[src/rtl/dmem_pkg.sv]
// Shared encodings for the RV32I data memory: funct3 access sizes, FSM states
// and the depth legality check.
package dmem_pkg;

    localparam logic [2:0] F3_B  = 3'b000;
    localparam logic [2:0] F3_H  = 3'b001;
    localparam logic [2:0] F3_W  = 3'b010;
    localparam logic [2:0] F3_BU = 3'b100;
    localparam logic [2:0] F3_HU = 3'b101;

    typedef enum logic {
        ST_INIT = 1'b0,
        ST_RUN  = 1'b1
    } state_t;

    function automatic bit depth_ok(input int unsigned d);
        return (d >= 8) && (d % 4 == 0) && ((d & (d - 1)) == 0);
    endfunction

endpackage

[src/rtl/dmem_lane_align.sv]
// Byte-lane steering for one 32-bit word: store byte-enables/replicated data,
// load lane select with sign/zero extension, and size/alignment legality.
module dmem_lane_align
    import dmem_pkg::*;
(
    input  logic [2:0]  funct3,
    input  logic        we,
    input  logic [1:0]  off,
    input  logic [31:0] wdata,
    input  logic [31:0] rword,
    output logic [3:0]  be,
    output logic [31:0] wdata_sh,
    output logic [31:0] rdata_ext,
    output logic        misalign,
    output logic        illegal
);

    logic [7:0]  rbyte;
    logic [15:0] rhalf;

    assign rbyte = rword[{off, 3'b000} +: 8];
    assign rhalf = off[1] ? rword[31:16] : rword[15:0];

    always_comb begin
        be        = '0;
        wdata_sh  = wdata;
        rdata_ext = '0;
        misalign  = 1'b0;
        illegal   = 1'b0;
        case (funct3)
            F3_B: begin
                be        = 4'b0001 << off;
                wdata_sh  = {4{wdata[7:0]}};
                rdata_ext = {{24{rbyte[7]}}, rbyte};
            end
            F3_BU: begin
                rdata_ext = {24'b0, rbyte};
                illegal   = we;
            end
            F3_H: begin
                be        = off[1] ? 4'b1100 : 4'b0011;
                wdata_sh  = {2{wdata[15:0]}};
                rdata_ext = {{16{rhalf[15]}}, rhalf};
                misalign  = off[0];
            end
            F3_HU: begin
                rdata_ext = {16'b0, rhalf};
                misalign  = off[0];
                illegal   = we;
            end
            F3_W: begin
                be        = 4'b1111;
                rdata_ext = rword;
                misalign  = |off;
            end
            default: illegal = 1'b1;
        endcase
    end

endmodule

[src/rtl/data_memory_ctrl.sv]
// RV32I MEM-stage data memory: byte array, post-reset clear FSM, one-cycle
// registered response with fault reporting, and a side debug read port.
module data_memory_ctrl
    import dmem_pkg::*;
#(
    parameter  int unsigned DEPTH_BYTES = 64,
    localparam int unsigned IDX_W       = $clog2(DEPTH_BYTES)
) (
    input  logic             clk_i,
    input  logic             reset_n,
    input  logic             req_i,
    input  logic             we_i,
    input  logic [2:0]       funct3_i,
    input  logic [31:0]      addr_i,
    input  logic [31:0]      wdata_i,
    output logic             ready_o,
    output logic             rvalid_o,
    output logic [31:0]      rdata_o,
    output logic             fault_o,
    input  logic [IDX_W-1:0] dbg_addr_i,
    output logic [31:0]      dbg_data_o
);

    localparam int unsigned WORDS = DEPTH_BYTES / 4;
    localparam int unsigned CNT_W = IDX_W - 2;

    if (!depth_ok(DEPTH_BYTES)) begin : g_bad_depth
        $error("DEPTH_BYTES must be a power of 2, a multiple of 4 and >= 8");
    end

    logic [7:0]       mem [DEPTH_BYTES];
    state_t           state_q, state_d;
    logic [CNT_W-1:0] clr_q, clr_d;

    logic [CNT_W-1:0] word_idx;
    logic [31:0]      rword, wdata_sh, rdata_ext;
    logic [3:0]       be;
    logic             misalign, illegal, range_err, fault, accept;

    assign word_idx = addr_i[IDX_W-1:2];
    assign rword    = {mem[{word_idx, 2'd3}], mem[{word_idx, 2'd2}],
                       mem[{word_idx, 2'd1}], mem[{word_idx, 2'd0}]};

    dmem_lane_align u_align (
        .funct3    (funct3_i),
        .we        (we_i),
        .off       (addr_i[1:0]),
        .wdata     (wdata_i),
        .rword     (rword),
        .be        (be),
        .wdata_sh  (wdata_sh),
        .rdata_ext (rdata_ext),
        .misalign  (misalign),
        .illegal   (illegal)
    );

    assign range_err = |addr_i[31:IDX_W];
    assign fault     = range_err | misalign | illegal;
    assign accept    = req_i & ready_o;

    always_comb begin
        state_d = state_q;
        clr_d   = clr_q;
        ready_o = 1'b0;
        case (state_q)
            ST_INIT: begin
                clr_d = clr_q + 1'b1;
                if (clr_q == CNT_W'(WORDS - 1)) state_d = ST_RUN;
            end
            ST_RUN:  ready_o = 1'b1;
            default: state_d = ST_INIT;
        endcase
    end

    always_ff @(posedge clk_i or negedge reset_n) begin
        if (!reset_n) begin
            state_q  <= ST_INIT;
            clr_q    <= '0;
            rvalid_o <= 1'b0;
            rdata_o  <= '0;
            fault_o  <= 1'b0;
        end else begin
            state_q  <= state_d;
            clr_q    <= clr_d;
            rvalid_o <= accept;
            if (accept) begin
                fault_o <= fault;
                rdata_o <= (we_i || fault) ? 32'h0 : rdata_ext;
            end
        end
    end

    // Array has no reset; the INIT sweep zeroes it one word per cycle instead.
    always_ff @(posedge clk_i) begin
        if (state_q == ST_INIT) begin
            for (int i = 0; i < 4; i++) mem[{clr_q, 2'(i)}] <= 8'h00;
        end else if (accept && we_i && !fault) begin
            for (int i = 0; i < 4; i++)
                if (be[i]) mem[{word_idx, 2'(i)}] <= wdata_sh[8*i +: 8];
        end
    end

    logic [IDX_W-1:0] dbg_a1, dbg_a2, dbg_a3;
    assign dbg_a1     = dbg_addr_i + IDX_W'(1);
    assign dbg_a2     = dbg_addr_i + IDX_W'(2);
    assign dbg_a3     = dbg_addr_i + IDX_W'(3);
    assign dbg_data_o = {mem[dbg_a3], mem[dbg_a2], mem[dbg_a1], mem[dbg_addr_i]};

endmodule
[config.mk]
export PLATFORM = sky130hd
export DESIGN_NAME = data_memory_ctrl
export DESIGN_NICKNAME = d
export VERILOG_FILES = /design/src/rtl/dmem_pkg.sv /design/src/rtl/dmem_lane_align.sv /design/src/rtl/data_memory_ctrl.sv
export SDC_FILE = /design/constraint.sdc
export NUM_CORES = 1
export LEC_CHECK = 0
export CAP_MARGIN = 20
export CELL_PAD_IN_SITES_DETAIL_PLACEMENT = 1
export CELL_PAD_IN_SITES_GLOBAL_PLACEMENT = 2
export CORE_MARGIN = 4
export CORE_UTILIZATION = 43
export CTS_CLUSTER_DIAMETER = 120
export DETAILED_ROUTE_END_ITERATION = 12
export PLACE_DENSITY_LB_ADDON = 0.1
export REMOVE_ABC_BUFFERS = 1
export SYNTH_ARGS = -nofsm -noshare
export SYNTH_HDL_FRONTEND = slang
export SYNTH_SLANG_ARGS = --single-unit
[constraint.sdc]
create_clock -name clk_i -period 5.18 [get_ports clk_i]
set_clock_uncertainty 0.05 [all_clocks]
set_input_delay 0.777 -clock clk_i [delete_from_list [all_inputs] [get_ports clk_i]]
set_output_delay 0.777 -clock clk_i [all_outputs]
set_load 0.01 [all_outputs]
# Yosys cells after proc, flatten, opt, wreduce, memory -nomap -nowiden
# Memories as Yosys holds them, arrays and structs flattened.
# Cells that the tools add are included.
# classes
n_addsub	4
n_mul	0
n_div	0
n_lt_le_gt_ge	0
eq_ne	5
n_shift	2
n_mux	40
bitwise_logic	3
n_reduce_logical	14
# op_table
op	n
one-hot mux 32 bit (5 select lines)	1
one-hot mux 32 bit (2 select lines)	1
two-way mux 32 bit	1
two-way mux 8 bit	4
OR reduction 8 bit	4
indexed part select 32 x 6 -> 8 bit	1
OR reduction 26 bit	1
two-way mux 1 bit	24
two-way mux 6 bit	4
two-way mux 16 bit	1
adder 6 x 2 -> 6 bit, second input constant	2
one-hot mux 4 bit (3 select lines)	1
adder 6 x 1 -> 6 bit, second input constant	1
equality test 3 bit, second input constant	2
OR reduction 2 bit	3
adder 4 x 1 -> 4 bit, second input constant	1
equality test 4 bit, second input constant	1
two-way mux 4 bit	1
one-hot mux 1 bit (2 select lines)	2
left shift 1 x 2 -> 4 bit, first input constant	1
equality test 3 x 1 -> 1 bit, second input constant	1
equality test 3 x 2 -> 1 bit, second input constant	1
zero test 3 bit	1
OR reduction 3 bit	1
other kinds (5)	7
# word_totals
ff_bits	39
latch_bits	0
ramBits	512
mem_bits_ro	0
input_bits	77
output_inout_bits	67
elab_cells	74
memories	1
# memory_table
name	depth	width	read_ports	rd_ports_with_merged_regs	wr	line_no	text
mem	64	8	8	0	4	data_memory_ctrl.sv:31	logic [7:0] mem [DEPTH_BYTES];

# Longest topological paths before layout
# Gate-level depths: netlist of the first run.
# logic_depth
word_depth	12
depth_mapped	14
depth_no_buf	8

# Hierarchy
# A second synthesis of the first run with hierarchy kept.
# hier_totals
cells_unflattened	2413
area_unflattened_um2	39102.5
# modules_own_cells
mod	n_inst	cells_per_inst	area_each_um2	seq_area_each_um2
data_memory_ctrl	1	2244	37906.4	16350.7
dmem_lane_align	1	169	1196.1	0.0

# Worst setup path before layout of the first run
# OpenSTA, ideal clock, no wires.
# synth_timing
kind	input-to-output
start	input port dbg_addr_i[0]
end	output port dbg_data_o[30]
t_arrival_ns	4.506
required_time_ns	4.353
setup_slack_ns	-0.153
cell_stages	14
n_path_buf	9
path_cell_list	clkbuf_1 > buf_2 > buf_2 > buf_2 > buf_2 > inv_1 > ha_1 > clkbuf_1 > buf_2 > clkbuf_1 > buf_1 > mux4_2 > mux4_2 > mux4_2
# synth_via
elab_chain_len	2
# synth_lines
item	line_no	text
from (decl)	data_memory_ctrl.sv:20	input logic [IDX_W-1:0] dbg_addr_i,
adder 6 x 2 -> 6 bit	data_memory_ctrl.sv:106	assign dbg_a3 = dbg_addr_i + IDX_W'(3);
memory read (64 x 8 bit)	-	
to (decl)	data_memory_ctrl.sv:21	output logic [31:0] dbg_data_o
# No other way between the ends.

# Final worst setup path of the first run
# layout_timing
start	input port dbg_addr_i[0]
end	output port dbg_data_o[11]
# layout_via
elab_chain_len	2
# layout_lines
item	line_no	text
adder 6 x 1 -> 6 bit	data_memory_ctrl.sv:104	assign dbg_a1 = dbg_addr_i + IDX_W'(1);
memory read (64 x 8 bit)	-	
# No other way between the ends.

==> results.txt, run 1 <==
RSZ-0062 raised after global routing: false
CP max FO: 27
Post-Syn Area per Cell: 16.7 sq um
Initial core utilization: 43.4%
Pre-antenna DRT Iters: 5
Pre-CTS setup slack: 358 ps
Setup Fix Bufs, Post-CTS: 0
Core area: 90300 sq um
Arrival @ worst endpoint: 4000 ps
Pwr Density: 244 nW/um^2
Critical path class: input port to output port
Fraction of layout cells with a size suffix above 1: 44.9%
Die area: 96100 sq um
Hold Crit Class: input port to asynchronous set/reset pin
HPWL after detailed placement: 138000 microns
Worst Tran Pin Value: 1120 ps
Yosys reg bits: 551
Most frequent cells in the layout: mux4_2 (735), edfxtp_1 (512), buf_4 (222)
Slew margin rel.: 25.5%
Post-cts resize count: 0
Peak supply drop: 0.244 mV
Top delay family on crit path: multiplexers
Post-Syn Instances: 2352
Synth Flop Type: edfxtp_1
Worst setup margin: 352 ps
Outcome: finished clean
DR DRC count: 0
Sequential area share after synthesis: 41.7%
Final WL: 195000 microns
Crit path required time: 4350 ps
Total negative slack: 0 ps
Critical Path Start Type: input port
Vias in the first global route: 30000
I/O Pins: 144
Post-synthesis to final-layout area growth: 17.0%
CP max-delay cell: mux4_2
Initial antenna violation count: 11
Slew Viols, Final: 0
CTS Buf Count: 68
PortBufs: 143
Async SR Flop Fraction: 7.08%
Critical Path Max Stage Delay: 530 ps
LEAKAGE: 16.1 nW
Worst skew pair latency: 620 ps
DR WL/cell: 51.2 microns
H-tree depth: 3
# rows: 110
Clock sinks: 551
Final ANT Viol Nets: 0
Post-synth EDFFs: 512
Vias per inst: 8.03
Total number of yosys warnings: 0
CP cell instances: buf_8 > inv_1 > ha_4 > buf_12 > buf_12 > mux4_2 > mux4_2 > mux4_2 > clkdlybuf4s50_1
# fillers: 8366
GRT overflow: 0
TritonCTS clock tree: yes
GRT Resource Usage Total: 40.8%
Initial DRC count: 5642
Nets@finish: 2662
Bufs and invs on worst path: 5
Setup crit end kind: output port
Largest net degree at the start of global routing: 100
Endpoints failing hold: 0
Clk pin slew, worst setup/hold paths: 60 ps
Post-Syn Area: 39200 sq um
Fin crit share: 93.2%
CP most frequent cell: mux4_2
Distinct cells, synth: 62
Maximum root-to-sink buffer count: 3
Hold buffers post-CTS: 0
Final Total Pwr: 11.2 mW
DIE WIDTH: 310 microns
Number of max-cap violations: 0
DIE HEIGHT: 310 microns
Placer Congestion: 0.991
Period minus WS final: 4830 ps
First-pass GRT wire length: 264000 microns
Final Util: 50.8%
Vias: 30600
Max Fclk: 207 MHz
Root Buffer: clkbuf_16
Most common cell after layout, fill and taps aside: mux4_2
Final setup viols: 0
[stage by stage]
stage	instances	cell area, sq um	hold WS (ps)
floorplan	2109	38100	431
detailed placement	3686	43700	423
CTS	3806	45800	225
global placement	3686	43700	420
global route	3806	45800	252
finish	3815	45900	218
[state kept, by name (all words and copies together) (netlist names)]
signal,cells
rdata_o,32
mem,512
clr_q,4
state_q,1
rvalid_o,1
fault_o,1
[kinds of logic after synthesis]
| group | share of synthesized area (%) |
|---|---|
| multiplexers | 46.0 |
| XOR/XNOR | 0.313 |
| buffers and inverters | 2.92 |
| AND/OR/NAND/NOR | 4.23 |
| AO/OA/AOI/OAI | 4.63 |
| flip-flops | 41.7 |
| adder cells (fa/ha/maj) | 0.160 |
[cells in the mapped netlist, drive strengths merged (4+ instances only)]
cell	n	area, sq um
a211oi	11	82.6
a21oi	72	364
a221o	4	40.0
a221oi	14	123
a222oi	4	40.0
a22o	8	70.1
a22oi	37	278
and2	4	25.0
and3	23	144
buf	145	747
clkbuf	98	368
dfrtp	39	976
edfxtp	512	15400
ha	5	62.6
inv	8	30.0
mux2	17	191
mux2i	131	1310
mux4	735	16600
nand2	128	483
nand2b	11	68.8
nand3	12	60.1
nor2	139	522
nor2b	8	50.1
nor3	17	90.1
nor4	9	56.3
o2111ai	4	35.0
o211ai	4	30.0
o21ai	61	305
o221ai	15	131
o22ai	18	113
or2	12	75.1
or3	4	25.0
xnor2	8	70.1
xor2	6	52.6
[cell type report]
cell class / instances / area [sq um] / share of cell area, %
Antenna cell: 9 / 22.5 / 0.0491
Clock buffer: 86 / 1850 / 4.04
Clock inverter: 34 / 334 / 0.728
Inverter: 8 / 30.0 / 0.0655
Multi-Input combinational cell: 1550 / 22000 / 47.9
Sequential cell: 551 / 16400 / 35.7
Tap cell: 1176 / 1470 / 3.21
Timing Repair Buffer: 401 / 3810 / 8.31
[where the power goes]
group | switching, mW | internal (mW) | total (mW) | leakage [nW]
combinational | 0.972 | 0.631 | 1.60 | 8.75
clock | 2.02 | 2.80 | 4.82 | 1.04
sequential | 0.00104 | 4.79 | 4.79 | 6.34
[worst register-to-register path, delay by kind of cell, from the launching register on]
family / cells / cell delay (ps)
AO/OA/AOI/OAI: 2 / 630
AND/OR/NAND/NOR: 4 / 1090
buffers and inverters: 3 / 1150
flip-flops: 1 / 740
[worst paths after layout]
path                                              start                 endpoint  slack, ps  depth (start not counted)
max in group asynchronous                       reset_n     clr_q[2]$_DFFE_PN0N_       4320                          2
worst max-delay path                      dbg_addr_i[0]           dbg_data_o[11]        350                          9
min in group clk_i              rdata_o[15]$_DFFE_PN0P_  rdata_o[15]$_DFFE_PN0P_        440                          1
worst min-delay path                            reset_n       rvalid_o$_DFF_PN0_        220                          2
worst min register to register  rdata_o[15]$_DFFE_PN0P_  rdata_o[15]$_DFFE_PN0P_        440                          1
worst max register to register        state_q$_DFF_PN0_     mem[33][3]$_DFFE_PP_       1160                          9
[per-layer routing]
metal / wire length [microns] / vias up / track usage (%)
met1: 70100 / 16400 / 54.1
met3: 31400 / 522 / 18.2
met4: 12100 / 4 / 21.1
li1: - / 10800 / -
met5: 21 / - / 0
met2: 81800 / 2941 / 57.0
Note: power is estimated with default switching activity, not from simulation.
==> inputs of run 2 (changes only) <==
--- a/config.mk
+++ b/config.mk
@@ -9,7 +9,8 @@
 export CELL_PAD_IN_SITES_DETAIL_PLACEMENT = 1
 export CELL_PAD_IN_SITES_GLOBAL_PLACEMENT = 2
 export CORE_MARGIN = 4
-export CORE_UTILIZATION = 43
+export CORE_UTILIZATION = 44
+export CTS_BUF_LIST = sky130_fd_sc_hd__clkbuf_4
 export CTS_CLUSTER_DIAMETER = 120
 export DETAILED_ROUTE_END_ITERATION = 12
 export PLACE_DENSITY_LB_ADDON = 0.1
==> run 2 against run 1 <==
First-iteration DRC count down 6.3%. Hold slack improved by 110 ps. Power fell by 4.0%. Setup slack worse by 61 ps. Final cell count rose by 4.6%. Flip-flop and latch count unchanged. Global-route usage up 0.90 points. Count of clock-buffer cells in the layout rose by 131. Non-clock buffer count rose by 27.
==> results.txt, run 2 (same netlist as run 1, synthesis figures left out) <==
Outcome: finished clean (unchanged)
H-tree depth: 4 (was 3)
Pwr Density: 235 nW/um^2 (was 244 nW/um^2)
Dpl cell area: 43700 sq um (about the same)
HPWL after detailed placement: 140000 microns (was 138000 microns)
LEAKAGE: 16.4 nW (was 16.1 nW)
Peak supply drop: 0.224 mV (was 0.244 mV)
Final Cell Area: 45800 sq um (was 45900 sq um)
DIE HEIGHT: 307 microns (was 310 microns)
GRT Resource Usage Total: 41.7% (was 40.8%)
Final Total Pwr: 10.8 mW (was 11.2 mW)
Worst skew pair latency: 1070 ps (was 620 ps)
Crit path required time: 4350 ps (about the same)
CP cell instances: buf_6 > buf_4 > ha_1 > xnor2_2 > buf_4 > mux4_2 > mux4_2 > clkdlybuf4s50_1 (was buf_8 > inv_1 > ha_4 > buf_12 > buf_12 > mux4_2 > mux4_2 > mux4_2 > clkdlybuf4s50_1)
Vias per inst: 7.76 (was 8.03)
Critical Path Max Stage Delay: 590 ps (was 530 ps)
Hold Crit Class: input port to asynchronous set/reset pin (unchanged)
Clk pin slew, worst setup/hold paths: 60 ps (about the same)
Vias: 31000 (was 30600)
RR Startpoint: state_q$_DFF_PN0_ (unchanged)
Worst setup margin: 291 ps (was 352 ps)
Root Buffer: clkbuf_4 (was clkbuf_16)
Vias in the first global route: 30800 (was 30000)
Setup crit end kind: output port (unchanged)
Top delay family on crit path: buffers and inverters (was multiplexers)
Placer Congestion: 1.01 (was 0.991)
Most common cell after layout, fill and taps aside: mux4_2 (unchanged)
Final ANT Viol Nets: 0 (unchanged)
CTS Buf Count: 154 (was 68)
Post-synthesis to final-layout area growth: 16.9% (was 17.0%)
Clock sinks: 551 (unchanged)
Fraction of layout cells with a size suffix above 1: 48.6% (was 44.9%)
Post-cts resize count: 0 (unchanged)
Pre-antenna DRT Iters: 6 (was 5)
DR DRC count: 0 (unchanged)
Placed insts: 3701 (was 3686)
Layout Cells excl Fill: 3991 (was 3815)
Core area: 88400 sq um (was 90300 sq um)
GRT overflow: 0 (unchanged)
CP max FO: 35 (was 27)
Initial core utilization: 44.4% (was 43.4%)
Number of max-cap violations: 0 (unchanged)
Largest registers: mem (512), rdata_o (32), clr_q (4) (unchanged)
PortBufs: 143 (unchanged)
Worst Tran Pin Value: 1220 ps (was 1120 ps)
TritonCTS clock tree: yes (unchanged)
# rows: 109 (was 110)
Total negative slack: 0 ps (unchanged)
Max reg flops: 512 (unchanged)
Final WL: 196000 microns (was 195000 microns)
Largest Register: mem (unchanged)
Pre-CTS setup slack: 334 ps (was 358 ps)
Fin crit share: 94.4% (was 93.2%)
Critical path class: input port to output port (unchanged)
Critical Path Start Type: input port (unchanged)
Maximum root-to-sink buffer count: 3 (unchanged)
Final setup viols: 0 (unchanged)
Slew margin rel.: 18.2% (was 25.5%)
Largest net degree at the start of global routing: 95 (was 100)
Max Fclk: 205 MHz (was 207 MHz)
Hold_ws: 327 ps (was 218 ps)
Arrival @ worst endpoint: 4060 ps (was 4000 ps)
DIE WIDTH: 307 microns (was 310 microns)
RSZ-0062 raised after global routing: false (unchanged)
Die area: 94000 sq um (was 96100 sq um)
Nets@finish: 2775 (was 2662)
I/O Pins: 144 (unchanged)
Bufs and invs on worst path: 4 (was 5)
Endpoints failing hold: 0 (unchanged)
Final Util: 51.9% (was 50.8%)
CP max-delay cell: mux4_2 (unchanged)
Initial antenna violation count: 9 (was 11)
Initial DRC count: 5285 (was 5642)
Critical Path Start: dbg_addr_i[1] (was dbg_addr_i[0])
Slew Viols, Final: 0 (unchanged)
First-pass GRT wire length: 266000 microns (was 264000 microns)
Period minus WS final: 4890 ps (was 4830 ps)
DR WL/cell: 49.1 microns (was 51.2 microns)
Most frequent cells in the layout: mux4_2 (735), edfxtp_1 (512), buf_4 (259) (was mux4_2 (735), edfxtp_1 (512), buf_4 (222))
[run 2: cell count changes in the layout (fill, tap and decap cells not counted), sizes merged]
| cell | before | now |
|---|---|---|
| clkbuf | 88 | 219 |
| clkinv | 15 | 51 |
| buf | 267 | 293 |
| clkinvlp | 9 | 4 |
| diode | 9 | 7 |
| bufinv | 5 | 6 |
| dlygate4sd3 | 0 | 1 |
| inv | 13 | 12 |
[run 2: worst paths after layout]
kind	to	slack [ps]	cells past startpoint
setup reg to reg	mem[59][0]$_DFFE_PP_	820	8
hold reg to reg	rdata_o[0]$_DFFE_PN0P_	460	2
min in group clk_i	rdata_o[0]$_DFFE_PN0P_	460	2
max in group asynchronous	rdata_o[11]$_DFFE_PN0P_	4170	3
setup / recovery	dbg_data_o[13]	290	8
hold / removal	clr_q[0]$_DFFE_PN0N_	330	3
[run 2: cell type report]
class,instances,area [sq um]
tap,1165,1460
clock buffer,217,1630
timing repair buffer,428,3880
inverter,8,30.0
sequential,551,16400
multi-input combinational,1550,22000
fill,8334,42500
clock inverter,65,457
antenna,7,17.5
[run 2: repair_timing]
action                                  in CTS  in global routing
endpoints found under the hold margin       39                  0
hold buffers                                 1                  0
buffers inserted                             0                  0
endpoints found under the setup margin       0                  0
[run 2: routing by layer]
| layer | vias to the layer above | GRT usage, % | wire length (microns) |
|---|---|---|---|
| li1 | 11100 | - | - |
| met1 | 16300 | 54.3 | 68100 |
| met2 | 2974 | 59.8 | 84800 |
| met3 | 564 | 17.1 | 30100 |
| met4 | 8 | 23.1 | 12800 |
| met5 | - | 0.506 | 41 |
[run 2: where the power goes]
part | internal (mW) | total, mW | switching (mW) | leakage (nW)
Combinational | 0.634 | 1.59 | 0.957 | 8.85
Clock | 2.26 | 4.38 | 2.12 | 1.22
Sequential | 4.79 | 4.79 | 0.000123 | 6.34
[run 2: worst min-delay path, stage by stage]
cell and delay, ps:
dlygate4sd3_1 520, buf_2 90, buf_4 520
